$ cat config.mk
export PLATFORM = sky130hd
export DESIGN_NAME = fetch_unit
export DESIGN_NICKNAME = d
export VERILOG_FILES = /design/src/rtl/nes_cpu_pkg.sv /design/src/rtl/instr_len_decoder.sv /design/src/rtl/fetch_unit.sv
export SDC_FILE = /design/constraint.sdc
export NUM_CORES = 1
export LEC_CHECK = 0
export ABC_AREA = 1
export CAP_MARGIN = 30
export CORE_ASPECT_RATIO = 0.75
export CORE_UTILIZATION = 52
export CTS_CLUSTER_SIZE = 10
export DETAILED_ROUTE_END_ITERATION = 8
export HOLD_SLACK_MARGIN = 0.05
export PLACE_DENSITY = 0.84
export SYNTH_ARGS = -nofsm -noshare
export SYNTH_HDL_FRONTEND = slang
export SYNTH_SLANG_ARGS = --single-unit
$ cat constraint.sdc
create_clock -name clk_i -period 4.7 [get_ports clk_i]
set_input_delay 0.94 -clock clk_i [delete_from_list [all_inputs] [get_ports clk_i]]
set_output_delay 0.94 -clock clk_i [all_outputs]
set_load 0.02 [all_outputs]
$ cat src/rtl/nes_cpu_pkg.sv
// Shared types and constants for the 6502-compatible core.
// The fetch stage and the decoder both pull their types from here.
package nes_cpu_pkg;

  localparam int MEM_ADDR_SIZE = 16;
  localparam logic [MEM_ADDR_SIZE-1:0] BOOT_ADDR = 16'hFFFC;

  typedef logic [1:0] instr_len_t;

  localparam instr_len_t LEN_1 = 2'd1;
  localparam instr_len_t LEN_2 = 2'd2;
  localparam instr_len_t LEN_3 = 2'd3;

  typedef enum logic [1:0] {
    S_REQ,
    S_WAIT,
    S_OUT,
    S_DRAIN
  } fetch_state_e;

  typedef struct packed {
    logic [7:0]               opcode;
    logic [15:0]              operand;
    instr_len_t               len;
    logic [MEM_ADDR_SIZE-1:0] pc;
  } fetch_instr_t;

endpackage

$ cat src/rtl/instr_len_decoder.sv
// Combinational 6502 opcode -> instruction length (1..3 bytes).
// Undocumented opcodes report length 1.
module instr_len_decoder
  import nes_cpu_pkg::*;
(
  input  logic [7:0] opcode_i,
  output instr_len_t len_o
);

  logic [2:0] aaa;
  logic [2:0] bbb;
  logic [1:0] cc;

  // Opcodes split as aaa_bbb_cc: cc selects the group, bbb the addressing mode.
  assign aaa = opcode_i[7:5];
  assign bbb = opcode_i[4:2];
  assign cc  = opcode_i[1:0];

  always_comb begin
    len_o = LEN_1;
    case (cc)
      2'b01: begin
        case (bbb)
          3'b011, 3'b110, 3'b111: len_o = LEN_3;
          3'b010:                 len_o = (aaa == 3'b100) ? LEN_1 : LEN_2;
          default:                len_o = LEN_2;
        endcase
      end
      2'b10: begin
        case (bbb)
          3'b000:         len_o = (aaa == 3'b101) ? LEN_2 : LEN_1;
          3'b001, 3'b101: len_o = LEN_2;
          3'b011:         len_o = LEN_3;
          3'b111:         len_o = (aaa == 3'b100) ? LEN_1 : LEN_3;
          default:        len_o = LEN_1;
        endcase
      end
      2'b00: begin
        case (bbb)
          3'b000: begin
            if (aaa == 3'b001)
              len_o = LEN_3;
            else if (aaa >= 3'b101)
              len_o = LEN_2;
            else
              len_o = LEN_1;
          end
          3'b001: begin
            if ((aaa == 3'b001) || (aaa >= 3'b100))
              len_o = LEN_2;
            else
              len_o = LEN_1;
          end
          3'b011:  len_o = (aaa != 3'b000) ? LEN_3 : LEN_1;
          3'b100:  len_o = LEN_2;
          3'b101:  len_o = ((aaa == 3'b100) || (aaa == 3'b101)) ? LEN_2 : LEN_1;
          3'b111:  len_o = (aaa == 3'b101) ? LEN_3 : LEN_1;
          default: len_o = LEN_1;
        endcase
      end
      default: len_o = LEN_1;
    endcase
  end

endmodule

$ cat src/rtl/fetch_unit.sv
// Byte-serial 6502 instruction fetch: one memory request at a time, assembles
// opcode + operand bytes and hands the instruction to decode over valid/ready.
module fetch_unit
  import nes_cpu_pkg::*;
#(
  parameter int ADDR_W = MEM_ADDR_SIZE,
  parameter int DATA_W = 8
) (
  input  logic              clk_i,
  input  logic              rst_i,
  input  logic              flush_i,
  input  logic [ADDR_W-1:0] flush_pc_i,
  output logic              mem_req_o,
  output logic [ADDR_W-1:0] mem_addr_o,
  input  logic              mem_rvalid_i,
  input  logic [DATA_W-1:0] mem_rdata_i,
  output logic              instr_valid_o,
  input  logic              instr_ready_i,
  output logic [7:0]        instr_opcode_o,
  output logic [15:0]       instr_operand_o,
  output logic [1:0]        instr_len_o,
  output logic [ADDR_W-1:0] instr_pc_o
);

  fetch_state_e      state_q;
  logic [ADDR_W-1:0] fetch_pc_q;
  logic [ADDR_W-1:0] fetch_pc_d;
  logic [1:0]        byte_idx_q;
  fetch_instr_t      instr_q;

  instr_len_t        lut_len;
  instr_len_t        cur_len;
  logic              last_byte;

  instr_len_decoder u_len_dec (
    .opcode_i (mem_rdata_i),
    .len_o    (lut_len)
  );

  // The opcode byte defines the length; later bytes use the captured value.
  assign cur_len    = (byte_idx_q == 2'd0) ? lut_len : instr_q.len;
  assign last_byte  = ((byte_idx_q + 2'd1) == cur_len);
  assign fetch_pc_d = fetch_pc_q + ADDR_W'(1);

  always_ff @(posedge clk_i or posedge rst_i) begin
    if (rst_i) begin
      state_q    <= S_REQ;
      fetch_pc_q <= ADDR_W'(BOOT_ADDR);
      byte_idx_q <= 2'd0;
      instr_q    <= '0;
    end else if (flush_i) begin
      fetch_pc_q <= flush_pc_i;
      byte_idx_q <= 2'd0;
      // Any request still in flight must be drained before a new one is issued.
      case (state_q)
        S_REQ:   state_q <= S_DRAIN;
        S_WAIT:  state_q <= mem_rvalid_i ? S_REQ : S_DRAIN;
        S_DRAIN: state_q <= mem_rvalid_i ? S_REQ : S_DRAIN;
        default: state_q <= S_REQ;
      endcase
    end else begin
      case (state_q)
        S_REQ: begin
          state_q <= S_WAIT;
        end
        S_WAIT: begin
          if (mem_rvalid_i) begin
            case (byte_idx_q)
              2'd0: begin
                instr_q.opcode  <= mem_rdata_i;
                instr_q.pc      <= fetch_pc_q;
                instr_q.len     <= lut_len;
                instr_q.operand <= 16'h0000;
              end
              2'd1:    instr_q.operand[7:0]  <= mem_rdata_i;
              default: instr_q.operand[15:8] <= mem_rdata_i;
            endcase
            fetch_pc_q <= fetch_pc_d;
            if (last_byte) begin
              byte_idx_q <= 2'd0;
              state_q    <= S_OUT;
            end else begin
              byte_idx_q <= byte_idx_q + 2'd1;
              state_q    <= S_REQ;
            end
          end
        end
        S_OUT: begin
          if (instr_ready_i)
            state_q <= S_REQ;
        end
        S_DRAIN: begin
          if (mem_rvalid_i)
            state_q <= S_REQ;
        end
        default: state_q <= S_REQ;
      endcase
    end
  end

  // Reset parks the FSM in S_REQ, so the request strobe is masked while rst_i is high.
  assign mem_req_o       = (state_q == S_REQ) & ~rst_i;
  assign mem_addr_o      = mem_req_o ? fetch_pc_q : '0;
  assign instr_valid_o   = (state_q == S_OUT);
  assign instr_opcode_o  = instr_q.opcode;
  assign instr_operand_o = instr_q.operand;
  assign instr_len_o     = instr_q.len;
  assign instr_pc_o      = instr_q.pc;

endmodule

==> metrics.csv <==
metric;value;unit
Max Clock Skew;6.22;ps
synth-to-layout area growth;34.7;%
PostCTS Resize Cnt;0;
Hold-fix buffers, CTS;0;
area leader, netlist;dfrtp_1;
Syn Area/Cell;8.19;um^2
ranking of synthesized cells by area;dfrtp_1 (37%), dfstp_2 (11%), nor2_1 (8.2%), nand2_1 (7.8%), inv_1 (5.0%);
EDFF count, synth;0;
die area;6640;um^2
Critical Path Slowest Stage Cell;clkdlybuf4s50_1;
Fin. Hold Viols;0;
crit-path cells;clkdlybuf4s50_1 -> nor3_1 -> inv_1 -> nor2_1 -> clkdlybuf4s50_1;
Die W;93.8;um
Via Count;3075;
IO Port Bufs;88;
Rows;24;
Core ar.;5950;um^2
Ys Warns;0;
Worst Setup Start Kind;primary input;
clock-pin slew on the worst setup and hold paths;60;ps
total gr overflow;0;
Final Util;74.4;%
Final Max Tran Viols;0;
Setup Buffers After CTS;0;
DRT Pass-1 Iters;5;
drt wl/cell;15.3;um
H-tree Lvls;3;
largest net degree at the start of global routing;52;
Final period util;77.3;%
worst hold path cell count;2;
CTS root buffer;clkbuf_8;
CTS tree;yes;
Crit Path Max Fanout;16;
first-pass GRT wire length;14500;um
vias in the first global route;2946;
CP startpoint;rst_i;
R2R depth;7;
via/cell ratio;5.39;
status;complete, no violations;
most frequent cell after synthesis;nor2_1;
Nets;519;
Post-DP HPWL;6370;um
Netlist cell types;37;
synthesized area;3280;um^2
Critical Path AT;2690;ps
total track usage;28.5;%
Worst slew margin;53.4;%
RePlAce Congestion;0.864;
worst hold path type;reg -> reg;
power density cells;611;nW/um^2
WP data required;3760;ps
Max-cap violations;0;
#FFs+latches synth;62;
Antenna Nets Post-Route;0;
final wirelength;8740;um
diode count;0;
Syn Nets;433;
most used cell, CP;clkdlybuf4s50_1;
CTS sink cnt;62;
register area share after synthesis;47.8;%
CTS Buffer Depth;2;
DR iter-0 viols;135;
initial antenna violation count;0;
Top FF cell, synth;dfrtp_1;
fmax;275;MHz
total CTS buffers;9;
Post-synth ARST share;100;%
# setup viols final;0;
Worst-Skew Late Latency;340;ps
post-route minimum period;3630;ps
Cells after Synth;401;
TNS Setup;0;ps
flop2flop setup slack;2690;ps
P_leak;1.99;nW
reg2reg start;state_q[1];
RSZ-0062 raised after global routing;false;
CP Capture Type;output pin;
io pins;89;
CP Class;in -> out;
Initial Utilization;55.2;%
residual DRC count;0;
most instantiated cells after synthesis;nor2_1 (72), nand2_1 (68), dfrtp_1 (48), inv_1 (44), a21oi_1 (32);
Reg-to-Reg End;instr_opcode_o[4];
end of the critical path;mem_addr_o[3];
worst-margin pin slew;698;ps
Worst VDD drop;0.365;mV
CP peak stage delay;620;ps
Die Height;70.8;um
Synth top area share;36.6;%
layout cell share with drive strength beyond 1;11.6;%
==> critical path, delay by kind of cell <==
family        cells  cell delay, ps
buf+inv           3            1360
simple gates      2             380
==> layout by cell type, fill, tap and decap left out, types with 3 or more instances in the layout <==
master / count
inv_2: 8
o21ai_0: 19
nand3_1: 17
nor3_1: 3
xor2_1: 10
o21ai_1: 5
nand4_1: 4
o221ai_1: 4
nand2_1: 68
bufinv_16: 3
ha_1: 3
dfstp_2: 14
dfrtp_1: 48
nor2_2: 3
a21oi_1: 32
clkbuf_8: 11
clkdlybuf4s50_1: 88
inv_1: 43
o22ai_1: 9
nor2_1: 72
a31oi_1: 3
nor2_4: 3
==> layout make-up <==
class	instances	area [um^2]
Tap cell	78	97.6
Sequential cell	62	1570
Timing Repair Buffer	89	888
Inverter	51	191
Fill cell	473	1520
Clock inverter	3	90.1
Clock buffer	13	159
Multi-Input combinational cell	274	1430
==> logic make-up after synthesis <==
| kind of cell | share of synthesized area [%] |
|---|---|
| adder cells (fa/ha/maj) | 1.14 |
| AO/OA/AOI/OAI | 13.7 |
| flip-flops | 47.8 |
| XOR/XNOR | 2.93 |
| buffers and inverters | 8.77 |
| AND/OR/NAND/NOR | 25.6 |
==> sequential cells by signal (all words and copies together) (netlist names) <==
| register | count |
|---|---|
| byte_idx_q | 2 |
| fetch_pc_q | 16 |
| instr_len_o | 2 |
| instr_opcode_o | 8 |
| instr_operand_o | 16 |
| instr_pc_o | 16 |
| state_q | 2 |
==> per-layer routing <==
metal / GRT usage (%) / up-vias / share of wire, %
li1: - / 1473 / -
met3: 5.59 / 8 / 7.2
met5: 0 / - / 0
met4: 10.1 / 0 / 1.1
met2: 44.2 / 131 / 47
met1: 40.2 / 1463 / 44
==> power breakdown <==
group	internal, mW	switching, mW
clock	0.382	0.213
sequential	0.760	0.135
combinational	0.524	0.688
total	1.67	1.04
==> metrics by stage <==
stage               cells  total power, mW  worst slack (ps)  hold WS [ps]  cell area, um^2
floorplan             401             1.57              1550           449             3280
finish                570             2.70              1070           510             4420
detailed placement    554             2.11              1060           481             4170
global placement      554             2.07              1160           469             4170
CTS                   570             2.71              1050           505             4420
global route          570             2.86               959           526             4420
==> worst min path at each step <==
stage / start / end / slack (ps)
finish: byte_idx_q[1] / byte_idx_q[1] / 510
global route: byte_idx_q[1] / byte_idx_q[1] / 530
detailed placement: byte_idx_q[1] / byte_idx_q[1] / 480
CTS: byte_idx_q[1] / byte_idx_q[1] / 510
floorplan: byte_idx_q[1] / byte_idx_q[1] / 450
global placement: byte_idx_q[1] / byte_idx_q[1] / 470
(Power assumes the default switching activity.)
